--- src/rtl/alu_pkg.sv ---
// Shared op-code encoding, FSM state type and op classification helpers for the sequential ALU.
package alu_pkg;

    typedef logic [3:0] alu_op_t;

    // Codes 0-5 match the legacy combinational ALU
    localparam alu_op_t ALU_ADD  = 4'd0;
    localparam alu_op_t ALU_SUB  = 4'd1;
    localparam alu_op_t ALU_AND  = 4'd2;
    localparam alu_op_t ALU_OR   = 4'd3;
    localparam alu_op_t ALU_MUL  = 4'd4;
    localparam alu_op_t ALU_SLL  = 4'd5;
    localparam alu_op_t ALU_XOR  = 4'd6;
    localparam alu_op_t ALU_SRL  = 4'd7;
    localparam alu_op_t ALU_SRA  = 4'd8;
    localparam alu_op_t ALU_SLT  = 4'd9;
    localparam alu_op_t ALU_SLTU = 4'd10;
    localparam alu_op_t ALU_DIVU = 4'd11;
    localparam alu_op_t ALU_REMU = 4'd12;
    localparam alu_op_t ALU_LAST = ALU_REMU;

    typedef enum logic [1:0] {
        IDLE,
        MUL_RUN,
        DIV_RUN,
        DONE
    } state_t;

    function automatic logic is_multicycle(input alu_op_t op);
        return (op == ALU_MUL) || (op == ALU_DIVU) || (op == ALU_REMU);
    endfunction

    function automatic logic is_legal(input alu_op_t op);
        return op <= ALU_LAST;
    endfunction

endpackage

--- src/rtl/alu_iter_muldiv.sv ---
// Iterative WIDTH-cycle engine: shift-add multiply (LSB first) and restoring unsigned divide
// (MSB first) sharing one counter, accumulator and pair of shift registers.
module alu_iter_muldiv #(
    parameter int unsigned WIDTH = 32
) (
    input  logic             clk,
    input  logic             rst_n,
    input  logic             start,
    input  logic             div_sel,
    input  logic [WIDTH-1:0] op_a,
    input  logic [WIDTH-1:0] op_b,
    output logic             done,
    output logic [WIDTH-1:0] product,
    output logic [WIDTH-1:0] quotient,
    output logic [WIDTH-1:0] remainder
);

    localparam int unsigned CW = $clog2(WIDTH);

    logic             run_q, run_d;
    logic             div_q, div_d;
    logic [CW-1:0]    cnt_q, cnt_d;
    // acc: running product (mul) or partial remainder (div)
    logic [WIDTH-1:0] acc_q, acc_d;
    // sa: multiplicand (mul) or dividend shifting out / quotient shifting in (div)
    logic [WIDTH-1:0] sa_q, sa_d;
    // sb: multiplier (mul) or divisor (div)
    logic [WIDTH-1:0] sb_q, sb_d;

    logic [WIDTH-1:0] mul_sum;
    logic [WIDTH:0]   partial;
    logic [WIDTH+1:0] diff;
    logic             q_bit;
    logic [WIDTH-1:0] new_rem;
    logic [WIDTH-1:0] new_quo;

    always_comb begin
        mul_sum = acc_q + (sb_q[0] ? sa_q : '0);
        partial = {acc_q, sa_q[WIDTH-1]};
        diff    = {1'b0, partial} - {2'b00, sb_q};
        // No borrow means the shifted remainder covers the divisor
        q_bit   = ~diff[WIDTH+1];
        new_rem = q_bit ? diff[WIDTH-1:0] : partial[WIDTH-1:0];
        new_quo = {sa_q[WIDTH-2:0], q_bit};
    end

    always_comb begin
        run_d = run_q;
        div_d = div_q;
        cnt_d = cnt_q;
        acc_d = acc_q;
        sa_d  = sa_q;
        sb_d  = sb_q;
        if (start) begin
            run_d = 1'b1;
            div_d = div_sel;
            cnt_d = CW'(WIDTH - 1);
            acc_d = '0;
            sa_d  = op_a;
            sb_d  = op_b;
        end else if (run_q) begin
            if (div_q) begin
                acc_d = new_rem;
                sa_d  = new_quo;
            end else begin
                acc_d = mul_sum;
                sa_d  = sa_q << 1;
                sb_d  = sb_q >> 1;
            end
            if (cnt_q == '0) begin
                run_d = 1'b0;
            end else begin
                cnt_d = cnt_q - CW'(1);
            end
        end
    end

    always_ff @(posedge clk or negedge rst_n) begin
        if (!rst_n) begin
            run_q <= 1'b0;
            div_q <= 1'b0;
            cnt_q <= '0;
            acc_q <= '0;
            sa_q  <= '0;
            sb_q  <= '0;
        end else begin
            run_q <= run_d;
            div_q <= div_d;
            cnt_q <= cnt_d;
            acc_q <= acc_d;
            sa_q  <= sa_d;
            sb_q  <= sb_d;
        end
    end

    // Results are the values produced by the final step, valid while done is high
    assign done      = run_q && (cnt_q == '0);
    assign product   = mul_sum;
    assign quotient  = new_quo;
    assign remainder = new_rem;

endmodule

--- src/rtl/alu_seq.sv ---
// Multi-cycle ALU with valid/ready on both sides: single-cycle ops complete at accept,
// MUL/DIVU/REMU run through the iterative engine, results are held until consumed.
module alu_seq
    import alu_pkg::*;
#(
    parameter int unsigned WIDTH = 32,
    parameter int unsigned SHW   = $clog2(WIDTH)
) (
    input  logic             clk,
    input  logic             rst_n,
    input  logic             in_valid,
    output logic             in_ready,
    input  logic [WIDTH-1:0] operand1,
    input  logic [WIDTH-1:0] operand2,
    input  logic [3:0]       alu_op,
    output logic             out_valid,
    input  logic             out_ready,
    output logic [WIDTH-1:0] alu_result,
    output logic             alu_zero,
    output logic             alu_illegal
);

    state_t           state_q, state_d;
    logic             rem_sel_q, rem_sel_d;
    logic [WIDTH-1:0] result_q, result_d;
    logic             zero_q, zero_d;
    logic             illegal_q, illegal_d;

    logic             accept;
    logic             md_start;
    logic             md_done;
    logic [WIDTH-1:0] md_product;
    logic [WIDTH-1:0] md_quotient;
    logic [WIDTH-1:0] md_remainder;
    logic [WIDTH-1:0] div_result;
    logic [SHW-1:0]   shamt;
    logic [WIDTH-1:0] comb_result;

    assign in_ready  = (state_q == IDLE);
    assign accept    = in_valid && in_ready;
    assign md_start  = accept && is_multicycle(alu_op);
    assign shamt     = operand2[SHW-1:0];
    assign div_result = rem_sel_q ? md_remainder : md_quotient;

    alu_iter_muldiv #(
        .WIDTH (WIDTH)
    ) u_muldiv (
        .clk       (clk),
        .rst_n     (rst_n),
        .start     (md_start),
        .div_sel   (alu_op != ALU_MUL),
        .op_a      (operand1),
        .op_b      (operand2),
        .done      (md_done),
        .product   (md_product),
        .quotient  (md_quotient),
        .remainder (md_remainder)
    );

    always_comb begin
        comb_result = '0;
        case (alu_op)
            ALU_ADD:  comb_result = operand1 + operand2;
            ALU_SUB:  comb_result = operand1 - operand2;
            ALU_AND:  comb_result = operand1 & operand2;
            ALU_OR:   comb_result = operand1 | operand2;
            ALU_XOR:  comb_result = operand1 ^ operand2;
            ALU_SLL:  comb_result = operand1 << shamt;
            ALU_SRL:  comb_result = operand1 >> shamt;
            ALU_SRA:  comb_result = $signed(operand1) >>> shamt;
            ALU_SLT:  comb_result = {{(WIDTH-1){1'b0}}, $signed(operand1) < $signed(operand2)};
            ALU_SLTU: comb_result = {{(WIDTH-1){1'b0}}, operand1 < operand2};
            default:  comb_result = '0;
        endcase
    end

    always_comb begin
        state_d   = state_q;
        rem_sel_d = rem_sel_q;
        result_d  = result_q;
        zero_d    = zero_q;
        illegal_d = illegal_q;
        unique case (state_q)
            IDLE: begin
                if (accept) begin
                    rem_sel_d = (alu_op == ALU_REMU);
                    if (!is_legal(alu_op)) begin
                        result_d  = '0;
                        zero_d    = 1'b1;
                        illegal_d = 1'b1;
                        state_d   = DONE;
                    end else if (alu_op == ALU_MUL) begin
                        state_d = MUL_RUN;
                    end else if (is_multicycle(alu_op)) begin
                        state_d = DIV_RUN;
                    end else begin
                        result_d  = comb_result;
                        zero_d    = (comb_result == '0);
                        illegal_d = 1'b0;
                        state_d   = DONE;
                    end
                end
            end
            MUL_RUN: begin
                if (md_done) begin
                    result_d  = md_product;
                    zero_d    = (md_product == '0);
                    illegal_d = 1'b0;
                    state_d   = DONE;
                end
            end
            DIV_RUN: begin
                if (md_done) begin
                    result_d  = div_result;
                    zero_d    = (div_result == '0);
                    illegal_d = 1'b0;
                    state_d   = DONE;
                end
            end
            DONE: begin
                if (out_ready) begin
                    state_d = IDLE;
                end
            end
            default: state_d = IDLE;
        endcase
    end

    always_ff @(posedge clk or negedge rst_n) begin
        if (!rst_n) begin
            state_q   <= IDLE;
            rem_sel_q <= 1'b0;
            result_q  <= '0;
            zero_q    <= 1'b0;
            illegal_q <= 1'b0;
        end else begin
            state_q   <= state_d;
            rem_sel_q <= rem_sel_d;
            result_q  <= result_d;
            zero_q    <= zero_d;
            illegal_q <= illegal_d;
        end
    end

    assign out_valid   = (state_q == DONE);
    assign alu_result  = result_q;
    assign alu_zero    = zero_q;
    assign alu_illegal = illegal_q;

endmodule

--- config.mk ---
export PLATFORM = sky130hd
export DESIGN_NAME = alu_seq
export DESIGN_NICKNAME = d
export VERILOG_FILES = /design/src/rtl/alu_pkg.sv /design/src/rtl/alu_iter_muldiv.sv /design/src/rtl/alu_seq.sv
export SDC_FILE = /design/constraint.sdc
export NUM_CORES = 1
export LEC_CHECK = 0
export CAP_MARGIN = 20
export CORE_ASPECT_RATIO = 1.25
export CORE_MARGIN = 5
export CORE_UTILIZATION = 30
export DETAILED_ROUTE_END_ITERATION = 10
export GPL_TIMING_DRIVEN = 0
export PLACE_DENSITY = 0.53
export SETUP_SLACK_MARGIN = 0.15
export SYNTH_ARGS = -nofsm -noshare
export SYNTH_HDL_FRONTEND = slang
export SYNTH_SLANG_ARGS = --single-unit
export TNS_END_PERCENT = 50
--- constraint.sdc ---
create_clock -name clk -period 10.9 [get_ports clk]
set_clock_uncertainty 0.15 [all_clocks]
set_input_delay 2.18 -clock clk [delete_from_list [all_inputs] [get_ports clk]]
set_output_delay 2.18 -clock clk [all_outputs]
set_load 0.1 [all_outputs]
Word level (Yosys, flattened, before mapping)
Index checks and enable logic that the tools add are counted.

Add/sub/neg operators: 5. $lt $le $gt $ge: 3. Equality and inequality tests: 25. Shift operators: 3. Muxes and demuxes: 46. Bitwise operators: 4. Reductions and logical operators: 21.

Operator list (count): 32-bit 2-to-1 mux (17); 32-bit case mux with 10 select lines (1); 32-bit logical NOT (3); 32-bit case mux with 3 select lines (1); 32-bit adder (2); 32-bit < comparator (2); 33-bit by 32-bit subtractor with 34-bit output (1); 32-bit AND (1); 32-bit OR (1); 32-bit by 5-bit left shift with 32-bit output (1); 32-bit by 5-bit right shift with 32-bit output (1); 32-bit by 5-bit >>> shifter with 32-bit output (1); 32-bit subtractor (1); 32-bit XOR (1); 4-bit equality test, second input constant (5); 4-bit by 3-bit equality test with 1-bit output, second input constant (4); 1-bit 2-to-1 mux (16); 5-bit 2-to-1 mux (3); 2-bit 2-to-1 mux (5); 4-bit by 2-bit equality test with 1-bit output, second input constant (2); 2-bit inequality test, second input constant (4); 2-bit by 1-bit inequality test with 1-bit output, second input constant (3); 3-bit inequality test, second input constant (2); 2-bit case mux with 3 select lines (1); 21 further kinds (28).

Register bits after elaboration: 140. Input port bits: 72. Output and inout port bits: 36. Word-level logic and storage cells: 118.

Longest topological paths before layout
Word-level depth: 8. Mapped depth: 18. Depth with buffers taken out: 16.

Hierarchy
A second synthesis with hierarchy kept.

Cells, all modules: 2878. Area, all modules: 21644.5 um2.

Modules (own cells, without submodules): alu_seq (instances 1, cells an instance 1709, area each 12507.0 um2, seq. area each 925.9 um2); alu_iter_muldiv (instances 1, cells an instance 1169, area each 9137.5 um2, seq. area each 2577.5 um2).

Least setup slack after synthesis
No wires, ideal clock.

Path type: input to register. From: input port operand2[1]. To: register zero_q, in the netlist alu_zero. Library setup time: 0.094 ns. Data arrival time: 5.859 ns. Data required time: 10.656 ns. Path slack: 4.797 ns. Stages on the path: 16. Buffers on the path: 3. Cell sequence: buf_6 > buf_4 > inv_2 > buf_1 > ha_1 > a211oi_1 > o31ai_1 > o22ai_1 > o21ai_1 > a221o_1 > a31oi_1 > o211ai_1 > or4_1 > nor4_2 > nand3_1 > a221oi_2.

Longest elaborated chain between the ends: 8. Elaborated cells on any way between the ends: 17. Classes of those cells: 2 x add/sub; 2 x order compare; 3 x shift; 6 x mux; 3 x bitwise; 1 x reduce/logical.

Ends and longest elaborated chain: from (decl) (line alu_seq.sv:14) `input logic [WIDTH-1:0] operand2,`; 32-bit subtractor (tied with other cells) (line alu_seq.sv:64) `ALU_SUB: comb_result = operand1 - operand2;`; 32-bit case mux with 10 select lines (*) (line alu_seq.sv:62) `case (alu_op)`; 32-bit logical NOT (*) (line alu_seq.sv:98) `zero_d = (comb_result == '0);`; 1-bit 2-to-1 mux (*) (line alu_seq.sv:94) `end else if (is_multicycle(alu_op)) begin`; 1-bit 2-to-1 mux (*) (line alu_seq.sv:92) `end else if (alu_op == ALU_MUL) begin`; 1-bit 2-to-1 mux (*) (line alu_seq.sv:87) `if (!is_legal(alu_op)) begin`; 1-bit 2-to-1 mux (*) (line alu_seq.sv:85) `if (accept) begin`; 1-bit case mux with 3 select lines (*) (line alu_seq.sv:83) `unique case (state_q)`; to (signal assigned) (line alu_seq.sv:140) `zero_q <= zero_d;`; to (decl) (line alu_seq.sv:26) `logic zero_q, zero_d;`.

Mark *: on every way between the ends. The rest lies on a longest branch, timed or not. The select of a mux whose other input is x is not followed. A chain may end at the register's enable or synchronous reset.

Worst setup path in the final report
From: input port operand2[3]. To: register zero_q, in the netlist alu_zero.

Same word-level chain as after synthesis.

==> results.ini <==
[outcome]
status = completed

[clock_tree]
holdBufCountCts = 0
worstSkewPairLatency_ns = 0.46
cts_root_buf = clkbuf_16
htree_levels = 4
cts_setup_buffers = 0
cts_tree = done
path_clk_slew_ns = 0.08
cts.repair.resized = 0
clock_path_buffers = 2
cts_num_sinks = 140
cts_made_buffers = 17

[synth]
synth_area_leaders = dfrtp_1 16%, ha_1 9.9%, mux2i_1 6.9%, a21oi_1 5.9%, nand2_1 5.6%
syn_nets = 3142
synth_cells = 2898
synth-seq-cells = 140
syn_area_mm2 = 0.02124
synth_top_cell_by_area = dfrtp_1
seq_area_frac_synth_pct = 16.49
synth_edf_count = 0
yosys_most_used_dff = dfrtp_1
async_flop_share_pct = 100.0
yosysTopAreaCellShare_pct = 16.49
syn_area_per_cell_um2 = 7.331
yosysUniqueCellTypes = 90
ys.warnings.count = 0

[critical_path]
crit_slowest_cell = nor4b_1
cp_cell_sequence = clkdlybuf4s50_1 -> inv_1 -> clkbuf_1 -> clkbuf_1 -> ha_1 -> o2111ai_1 -> a31oi_1 -> o22ai_1 -> a22o_1 -> nor4b_1 -> nand4_1 -> nor4_1 -> nand3b_1 -> nor4_2 -> nand3_1 -> a221oi_2
arrival_ns = 9.19
end_kind = flip-flop
criticalPathCategory = in -> reg
path_common_cell = clkbuf_1
cpPeakStageDelay_ns = 0.86
crit_required_ns = 11.12
crit_fanout = 11
worst_setup_path_start_kind = input pin

[grt]
grt_pass1_wl_um = 181500
grt_pass1_vias = 24597
grt.overflow.total = 0
antenna_found_initial = 2
grt_max_degree = 90
grtUsageTotal_pct = 32.90

[detailed_routing]
first_pass_iters = 6
top_layer_used = met4
routed-via-count = 24854
drc = 0
ant_nets = 0
avgRoutedWirePerCell_um = 32.69
met3_length_um = 7901
wl_met2_um = 61420
drt_iter0_drc = 2683
vias_per_cell = 6.232
wl_met1_um = 48250
routed_wl_um = 130400

[sta]
hold_viol_final = 0
slew_headroom_pct = 19.70
fmax_mhz = 111.4
tightest_slew_ns = 1.171
finalWorstPathRequiredPeriod_ns = 8.976
fin_crit_sh_pct = 82.35
fin_tns_setup_ns = 0
rsz0062_at_grt = no
hold_ws_ns = 0.3333
drv_slew = 0
setup-violations-final = 0

[min_path]
hold_class = reg -> reg

[pwr]
ir_drop_v = 0.0001593
p_leak_uw = 0.01017
pwr_density_cell_mw_per_mm2 = 293.7

[place]
portBuffers = 106
dpl.hpwl_um = 107400
finalWeightedCongestion = 1.076

[layout]
fill_cells = 7783
multi_input_area_mm2 = 0.01623
layout-drive-gt1-share_pct = 6.176
seq_area_mm2 = 0.003503
final_nets = 3275
synthToLayoutAreaGrowth_pct = 14.05

[floorplanning]
fp.dieW_um = 248.0
io_pins = 108
core_area_mm2 = 0.07051
dieArea_mm2 = 0.07627
rows = 109
fp.dieH_um = 307.5
start_util_pct = 30.13

[job]
cap_violations = 0

## final timing paths
check | start | end | slack [ns] | cells after the start
min reg2reg | alu_result[14]$_DFFE_PN0P_ | alu_result[14]$_DFFE_PN0P_ | 0.33 | 2
min | alu_result[14]$_DFFE_PN0P_ | alu_result[14]$_DFFE_PN0P_ | 0.33 | 2
min in group asynchronous | rst_n | u_muldiv.sb_q[4]$_DFFE_PN0P_ | 1.52 | 1
max reg2reg | u_muldiv.sb_q[0]$_DFFE_PN0P_ | alu_zero$_DFFE_PN0P_ | 5.02 | 14
max | operand2[3] | alu_zero$_DFFE_PN0P_ | 1.92 | 16
max in group asynchronous | rst_n | u_muldiv.sa_q[29]$_DFFE_PN0P_ | 8.19 | 2
## state kept, by name, summed over array words and instances, names as in the netlist
name            cells
alu_result         32
u_muldiv.acc_q     32
u_muldiv.sa_q      32
u_muldiv.sb_q      32
u_muldiv.cnt_q      5
state_q             2
alu_illegal         1
alu_zero            1
rem_sel_q           1
u_muldiv.div_q      1
u_muldiv.run_q      1
## critical path: cells and delay by family
kind	cells	cell delay, ns
AND/OR/NAND/NOR	6	2.54
AO/OA/AOI/OAI	5	1.39
buffers and inverters	4	2.75
adder cells (fa/ha/maj)	1	0.32
## routing by layer
metal  vias up  GRT usage [%]
met5         -              0
met4         0          25.90
met3       461          4.783
met2      1321          55.43
met1     12107          37.00
li1      10965              -
## cells in the final DEF (no fill, tap or decap), types with 105 or more instances in the layout
cell / count
ha_1: 168
dfrtp_1: 140
nand2_1: 317
inv_1: 170
a21oi_1: 250
nor2_1: 272
clkbuf_1: 151
clkdlybuf4s50_1: 105
mux2i_1: 147
o21ai_0: 234
## metrics by stage
stage               power [uW]  utilization, %  cells  cell area (um^2)  setup WS [ns]
floorplan                 4474               -   2898             21240          4.797
global placement          6295           33.31   3947             23490          1.241
detailed placement        6287           33.45   3955             23580          1.771
CTS                       6977           34.36   3987             24230          2.245
global route              7488           34.36   3987             24230          1.895
finish                    7115           34.36   3988             24230          1.924
## cells in the mapped netlist (all sizes together) (23+ instances only)
library cell	number
o211ai	44
clkbuf	151
nand3	52
dfrtp	140
o31ai	30
nand2b	23
nand2	317
buf	62
ha	168
a211oi	60
a21o	29
a22oi	26
a21oi	250
o21a	23
xnor2	45
nand4	23
mux4	38
a31oi	32
nor3	61
a221oi	26
nor2	272
nor4	31
o21ai	246
and2	43
mux2	34
nor2b	28
inv	172
mux2i	147
## cell type report
class                           count  area share (%)
Antenna cell                        1         0.01033
Inverter                          175           2.711
Sequential cell                   140           14.46
Clock buffer                       17           1.756
Clock inverter                     15          0.8985
Buffer                            213           3.594
Timing Repair Buffer              114           4.710
Tap cell                          943           4.870
Multi-Input combinational cell   2370           66.99
## report_power, final
group | switching [uW] | internal (uW) | total, uW
clock network | 289 | 375 | 664
logic | 3690 | 1710 | 5410
registers | 281 | 764 | 1040
## cells by family (layout without fill, tap and decap cells)
logic type / count (synthesis) / after routing / synth area share [%]
AOI/OAI and AO/OA: 983 / 983 / 30.17
xor gates and xnor gates: 66 / 66 / 2.721
adders and majority gates: 172 / 172 / 10.27
buffers and inverters: 388 / 534 / 7.191
DFF: 140 / 140 / 16.49
muxes: 219 / 219 / 12.81
other: 0 / 1 / 0
and+or+nand+nor: 930 / 930 / 20.34
Power figures use the tool's default switching activity.
